### config.mk
export PLATFORM = sky130hd
export DESIGN_NAME = power_switch_emu
export DESIGN_NICKNAME = d
export VERILOG_FILES = /design/src/rtl/power_switch_emu_pkg.sv /design/src/rtl/power_switch_emu_ch.sv /design/src/rtl/power_switch_emu.sv
export SDC_FILE = /design/constraint.sdc
export NUM_CORES = 1
export LEC_CHECK = 0
export CORE_AREA = 2 2 67 69
export DETAILED_ROUTE_END_ITERATION = 12
export DIE_AREA = 0 0 69 71
export PLACE_DENSITY = 0.83
export RECOVER_POWER = 50
export SLEW_MARGIN = 20
export SYNTH_ARGS = -nofsm -noshare
export SYNTH_HDL_FRONTEND = slang
export SYNTH_SLANG_ARGS = --single-unit
### constraint.sdc
create_clock -name clk_i -period 1.9 [get_ports clk_i]
set_input_delay 0.38 -clock clk_i [delete_from_list [all_inputs] [get_ports clk_i]]
set_output_delay 0.38 -clock clk_i [all_outputs]
set_load 0.01 [all_outputs]
### src/rtl/power_switch_emu_pkg.sv
// Shared types and helpers for the power-switch acknowledge emulator.
// Holds the per-channel state encoding and the latency-to-counter-load conversion.
package power_switch_emu_pkg;

    typedef enum logic [1:0] {
        ON        = 2'd0,
        GOING_OFF = 2'd1,
        OFF       = 2'd2,
        GOING_ON  = 2'd3
    } sw_state_e;

    localparam int LAT_W = 32;

    // A latency of 0 behaves like 1; the counter expires when it reaches 0,
    // so the load value is the effective latency minus one.
    function automatic logic [LAT_W-1:0] lat_sel(input logic [LAT_W-1:0] lat);
        return (lat == '0) ? '0 : lat - 1'b1;
    endfunction

endpackage

### src/rtl/power_switch_emu_ch.sv
// One emulated power switch: request/ack FSM with a countdown latency,
// glitch abort (a request that reverts before expiry never reaches the ack) and hold freeze.
module power_switch_emu_ch
    import power_switch_emu_pkg::*;
#(
    parameter int CNT_W = 8
) (
    input  logic             clk_i,
    input  logic             rst_ni,
    input  logic             switch_n_i,
    input  logic             hold_i,
    input  logic [CNT_W-1:0] on_lat_i,
    input  logic [CNT_W-1:0] off_lat_i,
    output logic             switch_ack_n_o,
    output logic             busy_o,
    output logic             abort_o
);

    sw_state_e        state_q, state_d;
    logic [CNT_W-1:0] cnt_q, cnt_d;
    logic             abort_q, abort_d;

    always_ff @(posedge clk_i or negedge rst_ni) begin
        if (!rst_ni) begin
            state_q <= ON;
            cnt_q   <= '0;
            abort_q <= 1'b0;
        end else begin
            state_q <= state_d;
            cnt_q   <= cnt_d;
            abort_q <= abort_d;
        end
    end

    // Revert beats hold, hold beats expiry: a cancelled request never flips the ack.
    always_comb begin
        state_d = state_q;
        cnt_d   = cnt_q;
        abort_d = 1'b0;
        unique case (state_q)
            ON: begin
                if (switch_n_i) begin
                    state_d = GOING_OFF;
                    cnt_d   = CNT_W'(lat_sel(LAT_W'(off_lat_i)));
                end
            end
            OFF: begin
                if (!switch_n_i) begin
                    state_d = GOING_ON;
                    cnt_d   = CNT_W'(lat_sel(LAT_W'(on_lat_i)));
                end
            end
            GOING_OFF: begin
                if (!switch_n_i) begin
                    state_d = ON;
                    abort_d = 1'b1;
                end else if (!hold_i) begin
                    if (cnt_q == '0) state_d = OFF;
                    else             cnt_d   = cnt_q - 1'b1;
                end
            end
            GOING_ON: begin
                if (switch_n_i) begin
                    state_d = OFF;
                    abort_d = 1'b1;
                end else if (!hold_i) begin
                    if (cnt_q == '0) state_d = ON;
                    else             cnt_d   = cnt_q - 1'b1;
                end
            end
            default: state_d = ON;
        endcase
    end

    // Outputs decode registered state only, so no input reaches an output combinationally.
    assign switch_ack_n_o = (state_q == OFF) || (state_q == GOING_ON);
    assign busy_o         = (state_q == GOING_OFF) || (state_q == GOING_ON);
    assign abort_o        = abort_q;

endmodule

### src/rtl/power_switch_emu.sv
// Multi-channel power-switch acknowledge emulator for the testharness.
// Selects the latency source once and fans it out to NUM_CH independent channels.
module power_switch_emu
    import power_switch_emu_pkg::*;
#(
    parameter int NUM_CH  = 3,
    parameter int CNT_W   = 8,
    parameter int ON_LAT  = 15,
    parameter int OFF_LAT = 15,
    parameter bit USE_CFG = 1'b0
) (
    input  logic              clk_i,
    input  logic              rst_ni,
    input  logic [NUM_CH-1:0] switch_n_i,
    output logic [NUM_CH-1:0] switch_ack_n_o,
    input  logic [CNT_W-1:0]  cfg_on_lat_i,
    input  logic [CNT_W-1:0]  cfg_off_lat_i,
    input  logic [NUM_CH-1:0] hold_i,
    output logic [NUM_CH-1:0] busy_o,
    output logic [NUM_CH-1:0] abort_o
);

    logic [CNT_W-1:0] on_lat;
    logic [CNT_W-1:0] off_lat;

    assign on_lat  = USE_CFG ? cfg_on_lat_i  : CNT_W'(ON_LAT);
    assign off_lat = USE_CFG ? cfg_off_lat_i : CNT_W'(OFF_LAT);

    for (genvar i = 0; i < NUM_CH; i++) begin : g_ch
        power_switch_emu_ch #(
            .CNT_W(CNT_W)
        ) u_ch (
            .clk_i          (clk_i),
            .rst_ni         (rst_ni),
            .switch_n_i     (switch_n_i[i]),
            .hold_i         (hold_i[i]),
            .on_lat_i       (on_lat),
            .off_lat_i      (off_lat),
            .switch_ack_n_o (switch_ack_n_o[i]),
            .busy_o         (busy_o[i]),
            .abort_o        (abort_o[i])
        );
    end

endmodule
* After elaboration in Yosys (flattened, before gate mapping)
Cells that the tools add are included.
Operators by class: add/sub/neg operators 3, equal/unequal tests 33, multiplexer cells 57, reductions and logical operators 18
Operators by type and width (number):
- 2-to-1 mux 8 bit | 18
- case mux 8 bit (4 select lines) | 3
- 2-to-1 mux 2 bit | 24
- zero test 8 bit | 3
- inequality test 2 bit, second input constant | 12
- case mux 2 bit (4 select lines) | 3
- subtractor 8 x 1 -> 8 bit, second input constant | 3
- inequality test 3 x 2 -> 1 bit, second input constant | 6
- inequality test 3 bit, second input constant | 6
- AND reduction 6 bit | 3
- equality test 2 bit, second input constant | 6
- AND reduction 4 bit | 3
- equality test 2 x 1 -> 1 bit, second input constant | 3
- zero test 2 bit | 3
- logical OR 1 bit | 6
- 2-to-1 mux 1 bit | 6
- case mux 1 bit (2 select lines) | 3
Word-level totals: bits in registers 33, input bits 24, output and inout bits 9

* Depth between registers and ports, before layout
Gate-level depths: netlist of run 1.
depth after elaboration 5, mapped depth 6, depth with buffers taken out 6

* By module
A second synthesis of run 1 with hierarchy kept.
Second synthesis, totals: cells, all modules 377, area total of the unflattened synthesis 3181.8 um^2
By module, submodules not included:
- power_switch_emu_ch at g_ch[0].u_ch | times used 1, cells an instance 128, area each 1096.1 um^2
- power_switch_emu_ch at g_ch[2].u_ch | times used 1, cells an instance 129, area each 1068.5 um^2
- power_switch_emu_ch at g_ch[1].u_ch | times used 1, cells an instance 118, area each 1009.7 um^2
- power_switch_emu | times used 1, cells an instance 2, area each 7.5 um^2

* Least setup slack after synthesis of run 1
Ideal clock, no wire load.
path type register to register, from register g_ch[2].u_ch.cnt_q[0], to register g_ch[2].u_ch.cnt_q[3], data arrival time 1805 ps, required time 1768 ps, path slack -36 ps, stages on the path, launching flop included 7, cell sequence dfrtp_1 > inv_1 > ha_1 > or4bb_1 > o2111ai_4 > nor3_1 > or3b_1
Between the ends: word-level cells in the longest chain between the ends 5, elaborated cells on any way between the ends 7, those cells by class add/sub: 1; mux: 5; reduce/logical: 1
Ends and longest elaborated chain:
- start, declared | RTL line power_switch_emu_ch.sv:20 | logic [CNT_W-1:0] cnt_q, cnt_d;
- start signal, assigned | RTL line power_switch_emu_ch.sv:30 | cnt_q <= cnt_d;
- subtractor 8 x 1 -> 8 bit / zero test 8 bit (equally long branches)
- 2-to-1 mux 8 bit (*) | RTL line power_switch_emu_ch.sv:58, power_switch_emu_ch.sv:67
- 2-to-1 mux 8 bit (*) | RTL line power_switch_emu_ch.sv:66 | end else if (!hold_i) begin
- 2-to-1 mux 8 bit, on equally long branches | RTL line power_switch_emu_ch.sv:63, power_switch_emu_ch.sv:54
- case mux 8 bit (4 select lines) (*) | RTL line power_switch_emu_ch.sv:40 | unique case (state_q)
Every way passes the cells marked *; elsewhere a longest branch is shown, timed or not. The select of a mux whose other input is x is not followed. A chain may end at the register's enable or synchronous reset.

* Final worst setup path of run 1
from register g_ch[2].u_ch.cnt_q[1], to register g_ch[2].u_ch.cnt_q[3]
The elaborated chain is that of the path after synthesis.

==> results.yml, run 1 <==
layout:
  layout-drive-gt1-share: 0.244
  stdcell_count: 298
  diodes: 0
  fillerInstances: 365
  final_util: 0.585
  area_growth_syn_to_layout_pct: 25.2
  final_nets: 275
clock_network:
  clock_tree.htree_level_count: 2
  holdBufCountCts: 0
  clkSinkCount: 33
  number_of_buffers_on_the_longest_clock_path: 2
  ctsRootBufferMaster: "sky130_fd_sc_hd__clkbuf_8"
  clkLatencyLatePin_ns: 0.28
  tritoncts_clock_tree: "yes"
  tritoncts.num_buffers: 5
  clkTransAtPathRegs_ns: 0.06
worst_hold_path:
  hp-start: "g_ch[1].u_ch.cnt_q[1]"
  hold_depth: 1
  hold_end: "g_ch[1].u_ch.cnt_q[1]"
  holdCritPathClass: "reg2reg"
worst_setup_path:
  worst-path-max-fanout: 4
  ff2ff_setup_slack_ns: 0.01
  timing.setup.critical_path_class: "reg2reg"
  rr_worst_depth: 6
  max_stage_delay_ns: 0.48
  timing.critical_path.to_type: "flip-flop"
  r2r-start: "g_ch[2].u_ch.cnt_q[1]"
  crit_chain: "inv_2 -> ha_4 -> or4bb_4 -> o2111ai_4 -> nor3_2 -> or3b_1"
  setup.worst_path.start_class: "flip-flop"
  crit_path_max_delay_cell_type: "sky130_fd_sc_hd__or4bb_4"
  timing.critical_path.buf_inv: 1
  cp_data_required_time_ns: 2.06
  critical_path.top_delay_family: "simple AND/OR/NAND/NOR gates"
  worst_ep_arrival_time_ns: 2.05
  regToRegEndpoint: "g_ch[2].u_ch.cnt_q[3]"
run:
  maxCapViolations: 0
timing:
  final.setup_skew_ns: 0.00383
  report.final.hold_viol_count: 0
  timing.slew.headroom: 0.471
  finalCriticalPeriod_ns: 1.89
  timing_worst_slew_pin_value_ns: 0.793
  fmax_mhz: 529
  setup_repair_after_global_routing_missed_its_margin: "true"
  finalCritPeriodShare: 0.994
  finalMaxSlewViolations: 0
  setup_viol_count_final: 0
synth:
  seq_area_frac_synth: 0.421
  synth_most_common_cell: "sky130_fd_sc_hd__dfrtp_1"
  synth.area.top_cells: "sky130_fd_sc_hd__dfrtp_1 42%, sky130_fd_sc_hd__ha_1 3.8%, sky130_fd_sc_hd__nand2_1 3.6%, sky130_fd_sc_hd__buf_4 3.4%, sky130_fd_sc_hd__a21oi_1 3.1%"
  synth_area_sq_um: 1960
  synth_area_leader: "sky130_fd_sc_hd__dfrtp_1"
  syn_area_per_cell_sq_um: 9.48
  synth_flop_cell: "sky130_fd_sc_hd__dfrtp_1"
  yosys_warnings: 0
  post_synth_most_frequent_cells: "33 x sky130_fd_sc_hd__dfrtp_1, 19 x sky130_fd_sc_hd__nand2_1, 16 x sky130_fd_sc_hd__nor2_1"
  yosysTopAreaCellShare: 0.421
  post_synth_num_cell_types: 49
  synthArstFlopShare: 1.00
  synth_cells: 207
  synth_enable_flop_cells: 0
  synth_seq_cells: 33
  synth_nets: 237
global_route:
  grt_antenna_before_repair: 0
  grt_first_pass_wirelength_microns: 6640
  grt_use_total: 0.165
  global_route.overflow_total: 0
  number_of_global_route_vias_before_repair: 1520
  grt_start_max_net_pins: 34
drt:
  antenna_violating_nets_post_route: 0
  post_drt_wl_per_cell_microns: 13.0
  drt_pre_antenna_iters: 4
  drtIter0Drc: 78
  drc: 0
  via_per_inst: 5.38
  finalWirelength_microns: 3860
  routed-via-count: 1604
pwr:
  power-per-cell-area_nw_per_um2: 891
  worst_ir_drop_vdd_mv: 0.495
  cellLeakagePower_nw: 1.01
floorplan:
  floorplan.die.width_microns: 69
  die-area_sq_um: 4900
  floorplan.die.height_microns: 71
  start_util: 0.467
  area_of_the_core_sq_um: 4200
  core.rowCount: 24
  io_pins: 33
placed_design:
  finalWeightedCongestion: 0.868
  place_hpwl_microns: 2720
  numPlacedInstances: 287
  place.port_buffers: 16
run_status:
  run_status: "completed"
-- report_power, final --
part / switching, mW / internal [mW]
registers: 0.0950 / 0.805
clock network: 0.240 / 0.260
logic: 0.388 / 0.400
total: 0.723 / 1.47
-- layer usage --
metal,vias up,track usage,wire length [microns]
li1,819,-,-
met1,750,0.209,1770
met2,26,0.276,1870
met3,9,0.0356,118
met4,0,0.0719,108
met5,-,0,0
-- how the worst max path moves through the flow --
stage	start	to	depth (start not counted)
after floorplan	g_ch[2].u_ch.cnt_q[0]	g_ch[2].u_ch.cnt_q[3]	6
after global placement	switch_n_i[2]	g_ch[2].u_ch.cnt_q[3]	5
after detailed placement	switch_n_i[2]	g_ch[2].u_ch.cnt_q[3]	5
after CTS	g_ch[2].u_ch.cnt_q[0]	g_ch[2].u_ch.cnt_q[3]	6
after global routing	g_ch[2].u_ch.cnt_q[1]	g_ch[2].u_ch.cnt_q[3]	6
final	g_ch[2].u_ch.cnt_q[1]	g_ch[2].u_ch.cnt_q[3]	6
-- cell usage in the layout (no fill, tap or decap), drive strengths merged, types with 3 or more instances in the layout --
master         count
nand3              7
o211ai             4
mux2               4
inv                8
nor3               4
dfrtp             33
xor2               3
nor4               5
ha                 6
or3                7
or4                7
nor2              16
xnor2              3
o21ai             10
clkdlybuf4s50     14
clkbuf            10
a21oi             12
nand2             19
buf               32
nand2b             5
o31ai              5
-- state kept, by name, summed over array words and instances (netlist names), named ones only --
signal / cells
g_ch.u_ch.state_q: 3
g_ch.u_ch.abort_o: 3
g_ch.u_ch.cnt_q: 24
-- logic make-up (layout without fill, tap and decap cells) --
| family | Yosys count | in the layout | synth area share |
|---|---|---|---|
| xor+xnor | 6 | 6 | 0.0344 |
| compound gates | 46 | 46 | 0.170 |
| simple gates | 85 | 85 | 0.241 |
| fa+ha+maj | 6 | 6 | 0.0382 |
| buf+inv | 27 | 66 | 0.0727 |
| mux | 4 | 4 | 0.0229 |
| flops | 33 | 33 | 0.421 |
-- area by class of cell --
type,instances,area [sq um],area share
sequential,33,826,0.336
tap,52,65.1,0.0265
timing repair buffer,50,409,0.166
multi-input combinational,147,1050,0.426
inverter,8,30.0,0.0122
clock buffer,8,80.1,0.0326
-- stage by stage --
step	worst slack (ns)	TNS, ns	cell area [sq um]	hold WS, ns	power (mW)
4_1_cts	0.0127	0	2400	0.520	2.13
6_report	0.0114	0	2460	0.523	2.19
3_3_place_gp	-0.0354	-0.0460	2310	0.490	1.60
5_1_grt	-0.0652	-0.0735	2460	0.570	2.35
2_1_floorplan	0.0294	0	1970	0.0844	1.34
3_5_place_dp	-0.0806	-0.240	2310	0.513	1.62
-- worst register-to-register path, stage by stage, from the launching register on --
cell	delay, ns
sky130_fd_sc_hd__dfrtp_1	0.40
sky130_fd_sc_hd__inv_2	0.09
sky130_fd_sc_hd__ha_4	0.13
sky130_fd_sc_hd__or4bb_4	0.48
sky130_fd_sc_hd__o2111ai_4	0.24
sky130_fd_sc_hd__nor3_2	0.07
sky130_fd_sc_hd__or3b_1	0.37
-- timing repair --
action                                 in CTS  in global routing
endpoints found under the hold margin       0                  0
setup endpoints to repair                   2                 10
buffers inserted                            0                  3
pin swaps                                   1                  4
cloned                                      0                  0
resized for setup                           1                 10
Power figures use the tool's default switching activity.
==> inputs of run 2 (changes only) <==
PLACE_DENSITY = default   (was 0.83)
PLACE_DENSITY_LB_ADDON = 0.08   (was default)
==> run 2 against run 1 <==
Sequential share of layout area fell by 0.87 points. Final area rose by 2.6%. Global-route usage rose by 1.9 points.
==> results.yml, run 2 (synthesis gave the netlist of run 1 again) <==
timing:
  fmax_mhz: 530
  report.final.hold_viol_count: 0
  finalMaxSlewViolations: 0
  timing.slew.headroom: 0.467
  holdWs_ns: 0.516
  setup_repair_after_global_routing_missed_its_margin: "true"
  final.setup_skew_ns: 0.00787
  finalCriticalPeriod_ns: 1.89
  finalCritPeriodShare: 0.994
  setup_viol_count_final: 0
  timing_worst_slew_pin_value_ns: 0.800
floorplan:
  io_pins: 33
  area_of_the_core_sq_um: 4200
  die-area_sq_um: 4900
  floorplan.die.width_microns: 69
  core.rowCount: 24
  floorplan.die.height_microns: 71
  start_util: 0.467
layout:
  final_nets: 283
  register_area_sq_um: 826
  multiInputGateArea_sq_um: 1050
  fillerInstances: 368
  layout-drive-gt1-share: 0.273
  largest_register_ffs: 24
  diodes: 0
  mostFrequentLayoutCell: "sky130_fd_sc_hd__buf_4"
  mostFrequentLayoutCells: "40 x sky130_fd_sc_hd__buf_4, 33 x sky130_fd_sc_hd__dfrtp_1, 19 x sky130_fd_sc_hd__nand2_1, 16 x sky130_fd_sc_hd__nor2_1, 14 x sky130_fd_sc_hd__clkdlybuf4s50_1"
  regMostFlops: "g_ch.u_ch.cnt_q"
  area_growth_syn_to_layout_pct: 28.5
  postLayoutCellArea_sq_um: 2520
pwr:
  power-per-cell-area_nw_per_um2: 895
  cellLeakagePower_nw: 1.06
  worst_ir_drop_vdd_mv: 0.452
worst_hold_path:
  holdCritPathClass: "reg2reg"
  hold_depth: 1
clock_network:
  tritoncts_clock_tree: "yes"
  clock_tree.htree_level_count: 2
  clkSinkCount: 33
  clkTransAtPathRegs_ns: 0.07
  ctsRootBufferMaster: "sky130_fd_sc_hd__clkbuf_8"
  tritoncts.num_buffers: 5
  holdBufCountCts: 0
  clkLatencyLatePin_ns: 0.29
  number_of_buffers_on_the_longest_clock_path: 2
worst_setup_path:
  setup.worst_path.start_class: "flip-flop"
  timing.critical_path.to_type: "flip-flop"
  rr_worst_depth: 6
  worst_ep_arrival_time_ns: 2.04
  timing.setup.critical_path_class: "reg2reg"
  cp_data_required_time_ns: 2.06
  worst-path-max-fanout: 3
drt:
  drc: 0
  route.met3.wl_microns: 150
  route.top_layer_used: "met4"
  antenna_violating_nets_post_route: 0
  finalWirelength_microns: 4270
  routed-via-count: 1687
  wl_met2_microns: 2120
  drt_pre_antenna_iters: 4
  via_per_inst: 5.53
  drtIter0Drc: 75
  post_drt_wl_per_cell_microns: 14.0
  wl_met1_microns: 1910
global_route:
  grt_use_total: 0.184
  number_of_global_route_vias_before_repair: 1678
  grt_start_max_net_pins: 34
  global_route.overflow_total: 0
  grt_antenna_before_repair: 0
  grt_first_pass_wirelength_microns: 7400
placed_design:
  finalWeightedCongestion: 0.806
  place_hpwl_microns: 3170
  placement.cell_area_sq_um: 2380
  place.port_buffers: 16
run:
  maxCapViolations: 0
run_status:
  run_status: "completed"
run 2: area by class of cell:
cell class	instances	share of cell area
Multi-Input combinational cell	147	0.415
Inverter	8	0.0119
Tap cell	52	0.0258
Sequential cell	33	0.327
Timing Repair Buffer	58	0.186
Clock buffer	7	0.0342
run 2: stage by stage:
stage / util / instances / power [mW] / setup slack (ns) / TNS, ns
after global routing: 0.600 / 305 / 2.41 / -0.0597 / -0.116
final: 0.600 / 305 / 2.26 / 0.0116 / 0
after floorplan: - / 207 / 1.34 / 0.0294 / 0
after global placement: 0.566 / 296 / 1.64 / -0.0753 / -0.264
after CTS: 0.591 / 304 / 2.24 / 0.00543 / 0
after detailed placement: 0.566 / 296 / 1.68 / -0.153 / -0.700
run 2: power by group:
group          switching (mW)  internal [mW]  total [mW]
clock network           0.252          0.287       0.539
registers              0.0863          0.805       0.891
logic                   0.407          0.421       0.829
total                   0.745           1.51        2.26
run 2: final timing paths:
kind / slack [ns] / start / to
max in group asynchronous: 0.68 / rst_ni / g_ch[2].u_ch.cnt_q[5]
worst min-delay path: 0.52 / g_ch[1].u_ch.cnt_q[1] / g_ch[1].u_ch.cnt_q[1]
worst max register to register: 0.01 / g_ch[2].u_ch.cnt_q[0] / g_ch[2].u_ch.cnt_q[3]
worst max-delay path: 0.01 / g_ch[2].u_ch.cnt_q[0] / g_ch[2].u_ch.cnt_q[3]
min in group asynchronous: 0.70 / rst_ni / g_ch[2].u_ch.abort_o
worst min register to register: 0.52 / g_ch[1].u_ch.cnt_q[1] / g_ch[1].u_ch.cnt_q[1]
run 2: per-layer routing:
| layer | global-route usage | vias up |
|---|---|---|
| met1 | 0.218 | 814 |
| met3 | 0.0513 | 11 |
| met4 | 0.0654 | 0 |
| li1 | - | 831 |
| met5 | 0 | - |
| met2 | 0.323 | 31 |
run 2: critical path, stage by stage (launching register included):
cell and delay [ns]:
sky130_fd_sc_hd__dfrtp_1 0.39, sky130_fd_sc_hd__inv_2 0.09, sky130_fd_sc_hd__ha_4 0.13, sky130_fd_sc_hd__or4bb_4 0.48, sky130_fd_sc_hd__o2111ai_4 0.23, sky130_fd_sc_hd__nor3_1 0.06
sky130_fd_sc_hd__or3b_1 0.38
run 2: what timing repair did:
action | CTS | global route
setup endpoints to repair | 4 | 7
gates resized for setup | 2 | 10
cloned | 0 | 0
setup buffers | 1 | 1
pin swaps | 2 | 4
